File: src/rtl/aes_word_loader.sv
// aes_word_loader: stream shell around the combinational aes_encryption core.
//   Gathers a 256-bit key and a 128-bit plaintext from 32-bit valid/ready
//   words. It holds them stable on key_o/plaintext_o for SETTLE_CYCLES cycles,
//   captures ciphertext_i, then returns the result as four 32-bit words.
//   A frame marked plaintext-only on word 0 reuses the stored key.
// Ports:
//   clk_i, reset_i               clock, async active-high reset
//   in_v_i/in_ready_o            input word handshake (in_data_i, in_plain_only_i)
//   key_o, plaintext_o           stable operands to the core
//   ciphertext_i                 core result
//   out_v_o/out_ready_i          output word handshake (out_data_o, out_last_o)
//   busy_o                       high while settling or sending
//   err_o                        one-cycle pulse: plaintext-only frame with no key
module aes_word_loader #(
  parameter int SETTLE_CYCLES = 16
) (
  input  logic         clk_i,
  input  logic         reset_i,
  input  logic         in_v_i,
  input  logic [31:0]  in_data_i,
  input  logic         in_plain_only_i,
  output logic         in_ready_o,
  output logic [255:0] key_o,
  output logic [127:0] plaintext_o,
  input  logic [127:0] ciphertext_i,
  output logic         out_v_o,
  output logic [31:0]  out_data_o,
  output logic         out_last_o,
  input  logic         out_ready_i,
  output logic         busy_o,
  output logic         err_o
);

  localparam logic [7:0] SETTLE_INIT = 8'(SETTLE_CYCLES - 1);

  typedef enum logic [1:0] {RECV, SETTLE, SEND} state_t;

  state_t             state_q, state_d;
  // Word counter: 0..7 are key words, 8..11 are plaintext words. A
  // plaintext-only frame jumps straight into the 8..11 range, so one
  // counter covers both frame kinds.
  logic [3:0]         cnt_q;
  logic               key_valid_q;
  logic [7:0][31:0]   key_q;   // [7] is the most significant word
  logic [3:0][31:0]   pt_q;
  logic [3:0][31:0]   ct_q;
  logic [7:0]         settle_q;
  logic [1:0]         idx_q;
  logic               err_q;

  logic in_fire, out_fire;

  assign in_ready_o  = (state_q == RECV);
  assign busy_o      = (state_q != RECV);
  assign out_v_o     = (state_q == SEND);
  assign out_last_o  = out_v_o & (idx_q == 2'd3);
  assign out_data_o  = out_v_o ? ct_q[2'd3 - idx_q] : 32'd0;
  assign key_o       = key_q;
  assign plaintext_o = pt_q;
  assign err_o       = err_q;

  assign in_fire  = in_v_i & in_ready_o;
  assign out_fire = out_v_o & out_ready_i;

  always_ff @(posedge clk_i or posedge reset_i) begin
    if (reset_i) state_q <= RECV;
    else         state_q <= state_d;
  end

  always_comb begin
    state_d = state_q;
    case (state_q)
      RECV:    if (in_fire && cnt_q == 4'd11) state_d = SETTLE;
      SETTLE:  if (settle_q == 8'd0)          state_d = SEND;
      SEND:    if (out_fire && idx_q == 2'd3) state_d = RECV;
      default: state_d = RECV;
    endcase
  end

  always_ff @(posedge clk_i or posedge reset_i) begin
    if (reset_i) begin
      cnt_q       <= '0;
      key_valid_q <= 1'b0;
      key_q       <= '0;
      pt_q        <= '0;
      ct_q        <= '0;
      settle_q    <= '0;
      idx_q       <= '0;
      err_q       <= 1'b0;
    end else begin
      err_q <= 1'b0;
      case (state_q)
        RECV: begin
          if (in_fire) begin
            if (cnt_q == 4'd0 && in_plain_only_i) begin
              // Plaintext-only start: needs a stored key, otherwise the
              // word is dropped and the frame never opens.
              if (key_valid_q) begin
                pt_q[3] <= in_data_i;
                cnt_q   <= 4'd9;
              end else begin
                err_q <= 1'b1;
              end
            end else if (cnt_q < 4'd8) begin
              key_q[3'd7 - cnt_q[2:0]] <= in_data_i;
              cnt_q <= cnt_q + 4'd1;
              if (cnt_q == 4'd7) key_valid_q <= 1'b1;
            end else begin
              pt_q[2'd3 - cnt_q[1:0]] <= in_data_i;
              if (cnt_q == 4'd11) begin
                cnt_q    <= '0;
                settle_q <= SETTLE_INIT;
              end else begin
                cnt_q <= cnt_q + 4'd1;
              end
            end
          end
        end
        SETTLE: begin
          if (settle_q == 8'd0) begin
            ct_q  <= ciphertext_i;
            idx_q <= 2'd0;
          end else begin
            settle_q <= settle_q - 8'd1;
          end
        end
        SEND: begin
          if (out_fire) idx_q <= idx_q + 2'd1;
        end
        default: ;
      endcase
    end
  end

endmodule

File: config.mk
export PLATFORM = sky130hd
export DESIGN_NAME = aes_word_loader
export DESIGN_NICKNAME = d
export VERILOG_FILES = /design/src/rtl/aes_word_loader.sv
export SDC_FILE = /design/constraint.sdc
export NUM_CORES = 1
export LEC_CHECK = 0
export ABC_AREA = 1
export CORE_AREA = 2 2 226 228
export CTS_CLUSTER_SIZE = 16
export DETAILED_ROUTE_END_ITERATION = 16
export DIE_AREA = 0 0 228 230
export GPL_TIMING_DRIVEN = 0
export HOLD_SLACK_MARGIN = 0.02
export PLACE_DENSITY_LB_ADDON = 0.05
export SLEW_MARGIN = 10
export SYNTH_ARGS = -nofsm -noshare
export SYNTH_HDL_FRONTEND = slang
export SYNTH_SLANG_ARGS = --single-unit
File: constraint.sdc
create_clock -name clk_i -period 26.3 [get_ports clk_i]
set_input_delay 6.575 -clock clk_i [delete_from_list [all_inputs] [get_ports clk_i]]
set_output_delay 6.575 -clock clk_i [all_outputs]
set_load 0.02 [all_outputs]
==> results of run 1 <==
[synthesized netlist by cell type]
cell type  count  area (µm²)
clkbuf_2       7       35.03
nand3_2        3       30.03
o211ai_1       4       30.03
nand2_4        1       11.26
buf_2         41       205.2
buf_6          8       90.09
a21oi_1       41       205.2
clkbuf_1     102       382.9
o21a_1        64       480.5
nor2_8         1       20.02
o21ai_1       41       205.2
nand3_1      141       705.7
nor3_1         2       10.01
buf_4          5       37.54
nor2_2         3       18.77
inv_1         61       229.0
dfrtp_1      530       13260
inv_2          1       3.750
nor2_4         2       22.52
nand4_1        2       12.51
o21ai_0      354        1772
nand2_2       11       68.82
ha_1           7       87.58
nor2_1       149       559.3
nand2_1      669        2511
buf_1          7       26.28
[cells in the final DEF (no fill, tap or decap), drive strengths merged]
cell           count
o21ai            395
o21a              64
nand3            144
o211ai             4
clkinvlp           2
inv               63
a21oi             41
clkinv            16
nor3               2
clkdlybuf4s50    585
dfrtp            530
clkbuf           187
buf               65
nand4              2
bufinv             8
nor2             155
ha                 7
diode              2
nand2            681
[per-stage QoR]
stage | hold WS, ns | power, mW | std cells | setup TNS, ns | utilization (%)
after global placement | 0.4365 | 3.171 | 3514 | -566.15 | 55.59
after global routing | 0.4815 | 4.259 | 3625 | 0 | 59.77
final | 0.4627 | 4.036 | 3625 | 0 | 59.77
after CTS | 0.4666 | 4.058 | 3623 | 0 | 59.76
after floorplan | 0.4219 | 2.275 | 2257 | 0 | -
after detailed placement | 0.4499 | 3.197 | 3518 | 0 | 55.83
[tightest hold or removal path: cells and delay by family (launching register included)]
kind                   cells  cell delay, ns
and+or+nand+nor            1            0.06
buffers and inverters      1            0.05
DFF                        1            0.33
[layer usage]
| layer | wire (µm) | vias to the layer above |
|---|---|---|
| li1 | - | 8630 |
| met1 | 30350 | 9187 |
| met2 | 39160 | 642 |
| met3 | 6475 | 153 |
| met4 | 3207 | 0 |
| met5 | 0 | - |
[power breakdown]
part           internal, mW  switching (mW)
Clock                 0.504           0.339
Sequential             1.19           0.221
Combinational         0.744            1.03
[path summary, 6_finish.rpt]
check / from / end / slack [ns]
setup reg to reg: cnt_q[0] / key_o[107] / 23.85
hold / removal: key_valid_q / key_valid_q / 0.46
min in group asynchronous: reset_i / ct_q[30] / 6.42
max in group asynchronous: reset_i / key_o[8] / 18.33
setup / recovery: idx_q[0] / out_data_o[1] / 16.56
hold reg to reg: key_valid_q / key_valid_q / 0.46
[state kept, by name (all words and copies together) (netlist names)]
| name | count |
|---|---|
| cnt_q | 4 |
| settle_q | 8 |
| key_o | 256 |
| err_o | 1 |
| ct_q | 128 |
| state_q | 2 |
| key_valid_q | 1 |
| idx_q | 2 |
| plaintext_o | 128 |
[final cells by class]
class,count,area (µm²),area share [%]
tap,672,840.8,2.821
timing repair buffer,589,5966,20.02
clock inverter,27,359.1,1.205
sequential,530,13260,44.50
clock buffer,78,1604,5.382
antenna,2,5.005,0.01679
multi-input combinational,1495,6750,22.65
inverter,62,240.2,0.8060
buffer,170,777.0,2.607
[cells by family after synthesis]
family                   synth area share [%]
AO/OA/AOI/OAI                           12.81
flip-flops                              63.09
buffers and inverters                   4.803
AND/OR/NAND/NOR                         18.88
adder cells (fa/ha/maj)                0.4166
==> metrics.cfg, run 1 <==
[synth]
synthCells = 2257
synth_seq_cells = 530
synth_nets = 2429
postSynthAreaPerCell_um2 = 9.314
synth_warnings = 0
ys_seq_area_share_pct = 63.09
ys_types = 26
synth_area_um2 = 21020

[floorplanning]
die_w_um = 228
start_util_pct = 42.16
die_area_um2 = 52440
die_y_um = 230
coreArea_um2 = 49860
placement_rows = 82
ios = 586

[sta]
setup_slack_ns = 16.56
rsz0062_at_grt = false
fin_crit_sh_pct = 37.04
max_freq_mhz = 102.7
tightest_slew_ns = 0.8114
finalHoldViolCount = 0
slew_violations = 0
clock_skew_ns = 0.02811
finalCriticalPeriod_ns = 9.741
final-setup-viol-count = 0
slew_headroom_pct = 45.91

[finish]
drive_gt1_share_pct = 6.201
design_area_um2 = 29800
nFillCells = 4416
nets = 3076
area_growth_pct = 41.77

[critical_path]
rr_worst_depth = 8
crit_buf_inv = 3
end_kind = output port
slowest_stage = clkdlybuf4s50_1
critPathTopFamily = buffers and inverters
crit_path_max_incr_delay_ns = 0.65
cp.depth = 7
startpoint_type = flop
path_max_fanout = 10
cp_cell_sequence = clkbuf_1 > clkbuf_1 > nor2_1 > nor2_1 > o21ai_0 > a21oi_1 > clkdlybuf4s50_1
critical_path_class = reg2out
worst_ep_required_time_ns = 19.72
crit_arrival_ns = 3.17

[grt]
grt_usage_pct = 29.73
first_global_vias = 18493
grt_util_met3_pct = 9.189
grt_use_met2_pct = 50.77
globalRouteOverflowTotal = 0
grt_pass1_wl_mm = 117.8
met1_usage_pct = 35.00
antenna_found_initial = 2
grt_max_degree = 118
busiest_layer = met2

[drt]
wl_per_cell_um = 21.85
dr.pass1.iters = 5
drt-vias-per-instance = 5.134
vias = 18612
finalWirelength_mm = 79.19
drc = 0
drt_iter0_drc = 1229
antenna_left = 0

[placement]
port-buffer-count = 585
hpwl_mm = 58.96
place_ws_ns = 17.19
gp_congestion = 0.9071
place_area_um2 = 27840

[cts]
clock_sinks = 530
holdBufCountCts = 0
cts_buffers = 56
postCtsResizedCells = 0
clock_path_buffers = 3
cts_setup_buffers = 0
clk_latency_ns = 0.62
root_buffer = clkbuf_16
htreeDepth = 2
clk_pin_slew_worst_paths_ns = 0.06
cts_tree = yes

[pwr]
ir_drop_v = 0.00008262
leakage_nw = 13.37
power.density_nw_per_um2 = 135.4

[outcome]
outcome = completed

[run]
max-cap-violations = 0

[min_path]
hp-class = reg2reg
holdPathStages = 2

No activity file was read; power rests on OpenSTA's default activity.
==> run 2: changes to the inputs <==
Clock period 26.3 ns to 9.2 ns, I/O delays scaled along.
==> run 2 against run 1 <==
Via count up 0.31%. Largest cell class unchanged. Critical path depth unchanged. Clock-buffer cell count up 6. Highest routed layer is now met5. Routed wire length up 0.81%. Setup slack worse by 13 ns. Cell area up 0.79%. Flip-flop and latch count unchanged. Clock skew down 0.016 ns. Non-clock buffer count up 14.
==> metrics.cfg, run 2 (synthesis gave the netlist of run 1 again) <==
[pwr]
power.density_nw_per_um2 = 382.4
power_mw = 11.49
ir_drop_v = 0.0002170
leakage_nw = 13.46

[floorplanning]
start_util_pct = 42.16
die_area_um2 = 52440
die_w_um = 228
placement_rows = 82
die_y_um = 230
ios = 586
coreArea_um2 = 49860

[cts]
htreeDepth = 2
clk_latency_ns = 0.61
postCtsResizedCells = 0
cts_setup_buffers = 0
cts_buffers = 56
holdBufCountCts = 0
cts_tree = yes
clk_pin_slew_worst_paths_ns = 0.06
clock_path_buffers = 3
clock_sinks = 530
root_buffer = clkbuf_16

[critical_path]
worst_ep_required_time_ns = 6.90
path_max_fanout = 10
crit_arrival_ns = 3.28
end_kind = output port
startpoint_type = flop
critical_path_class = reg2out
rr_worst_depth = 8

[sta]
slew_violations = 0
slew_headroom_pct = 42.89
tightest_slew_ns = 0.8566
fin_crit_sh_pct = 60.66
rsz0062_at_grt = false
clock_skew_ns = 0.01164
final.setup.tns_ns = 0
final-setup-viol-count = 0
finalCriticalPeriod_ns = 5.580
whs_ns = 0.4520
max_freq_mhz = 179.2
finalHoldViolCount = 0

[drt]
dr.pass1.iters = 8
antenna_left = 0
vias = 18670
wl_per_cell_um = 21.92
drt_iter0_drc = 1141
drc = 0
drt-vias-per-instance = 5.126
finalWirelength_mm = 79.84

[finish]
multiInputGateArea_um2 = 6750
largest_register_ffs = 256
nets = 3090
final_common_cell = nand2_1
nFillCells = 4421
most-common-layout-cells = nand2_1 (669), clkdlybuf4s50_1 (585), dfrtp_1 (530), o21ai_0 (354), nor2_1 (149)
seq_area_um2 = 13260
layoutNonFillerInstCount = 3642
area_growth_pct = 42.90
drive_gt1_share_pct = 6.545
fin_util_pct = 60.25

[grt]
first_global_vias = 19174
antenna_found_initial = 6
grt_usage_pct = 30.31
globalRouteOverflowTotal = 0
grt_pass1_wl_mm = 120.4
grt_max_degree = 40

[placement]
hpwl_mm = 60.88
gp_congestion = 0.9357
port-buffer-count = 585
placedCellCount = 3532

[outcome]
outcome = completed

[min_path]
holdPathStages = 2
hp-class = reg2reg

[run]
max-cap-violations = 0

[run 2: cell types whose count changed in the layout (fill, tap and decap cells not counted), sizes merged]
cell / change
buf: +14
bufinv: -4
clkbuf: +6
clkinv: -4
clkinvlp: +1
diode: +4
[run 2: area by class of cell]
| class | count | share of cell area [%] |
|---|---|---|
| clock inverters | 20 | 0.7330 |
| plain buffers | 170 | 2.586 |
| diodes | 6 | 0.04998 |
| well taps | 672 | 2.799 |
| clock buffers | 84 | 5.585 |
| multi-input cells | 1495 | 22.47 |
| inverters | 62 | 0.7872 |
| repair buffers | 603 | 20.84 |
| flip-flops and latches | 530 | 44.15 |
[run 2: worst max-delay path: stages, from the launching register on]
cell and delay [ns]:
dfrtp_1 0.36, clkbuf_1 0.45, clkbuf_1 0.50, nor2_1 0.11, nor2_1 0.11, o21ai_0 0.13, a21oi_1 0.34, clkdlybuf4s50_1 0.69
[run 2: power by group]
group | switching [mW] | total (mW) | internal (mW)
clock | 0.951 | 2.32 | 1.37
sequential | 0.639 | 4.05 | 3.41
combinational | 2.98 | 5.11 | 2.14
total | 4.56 | 11.5 | 6.92
[run 2: metal layers]
layer | GRT usage (%) | up-vias | share of wire [%]
li1 | - | 8648 | -
met4 | 11.97 | 2 | 4.0
met1 | 35.16 | 9180 | 38
met5 | 0 | - | 0.015
met3 | 9.412 | 151 | 8.6
met2 | 52.41 | 689 | 50
[run 2: per-stage QoR]
stage	instance area (µm²)	worst slack (ns)
after CTS	30030	3.558
after detailed placement	28130	4.071
after global placement	27720	-3.636
final	30040	3.620
after floorplan	21030	-0.3041
after global routing	30040	3.363
[run 2: final timing paths]
kind                             start        endpoint  slack, ns
setup / recovery              idx_q[0]  out_data_o[22]       3.62
hold / removal             key_valid_q     key_valid_q       0.45
setup reg to reg           settle_q[0]        ct_q[68]       6.81
hold reg to reg            key_valid_q     key_valid_q       0.45
max in group asynchronous      reset_i      key_o[225]       4.79
min in group asynchronous      reset_i        ct_q[29]       2.12
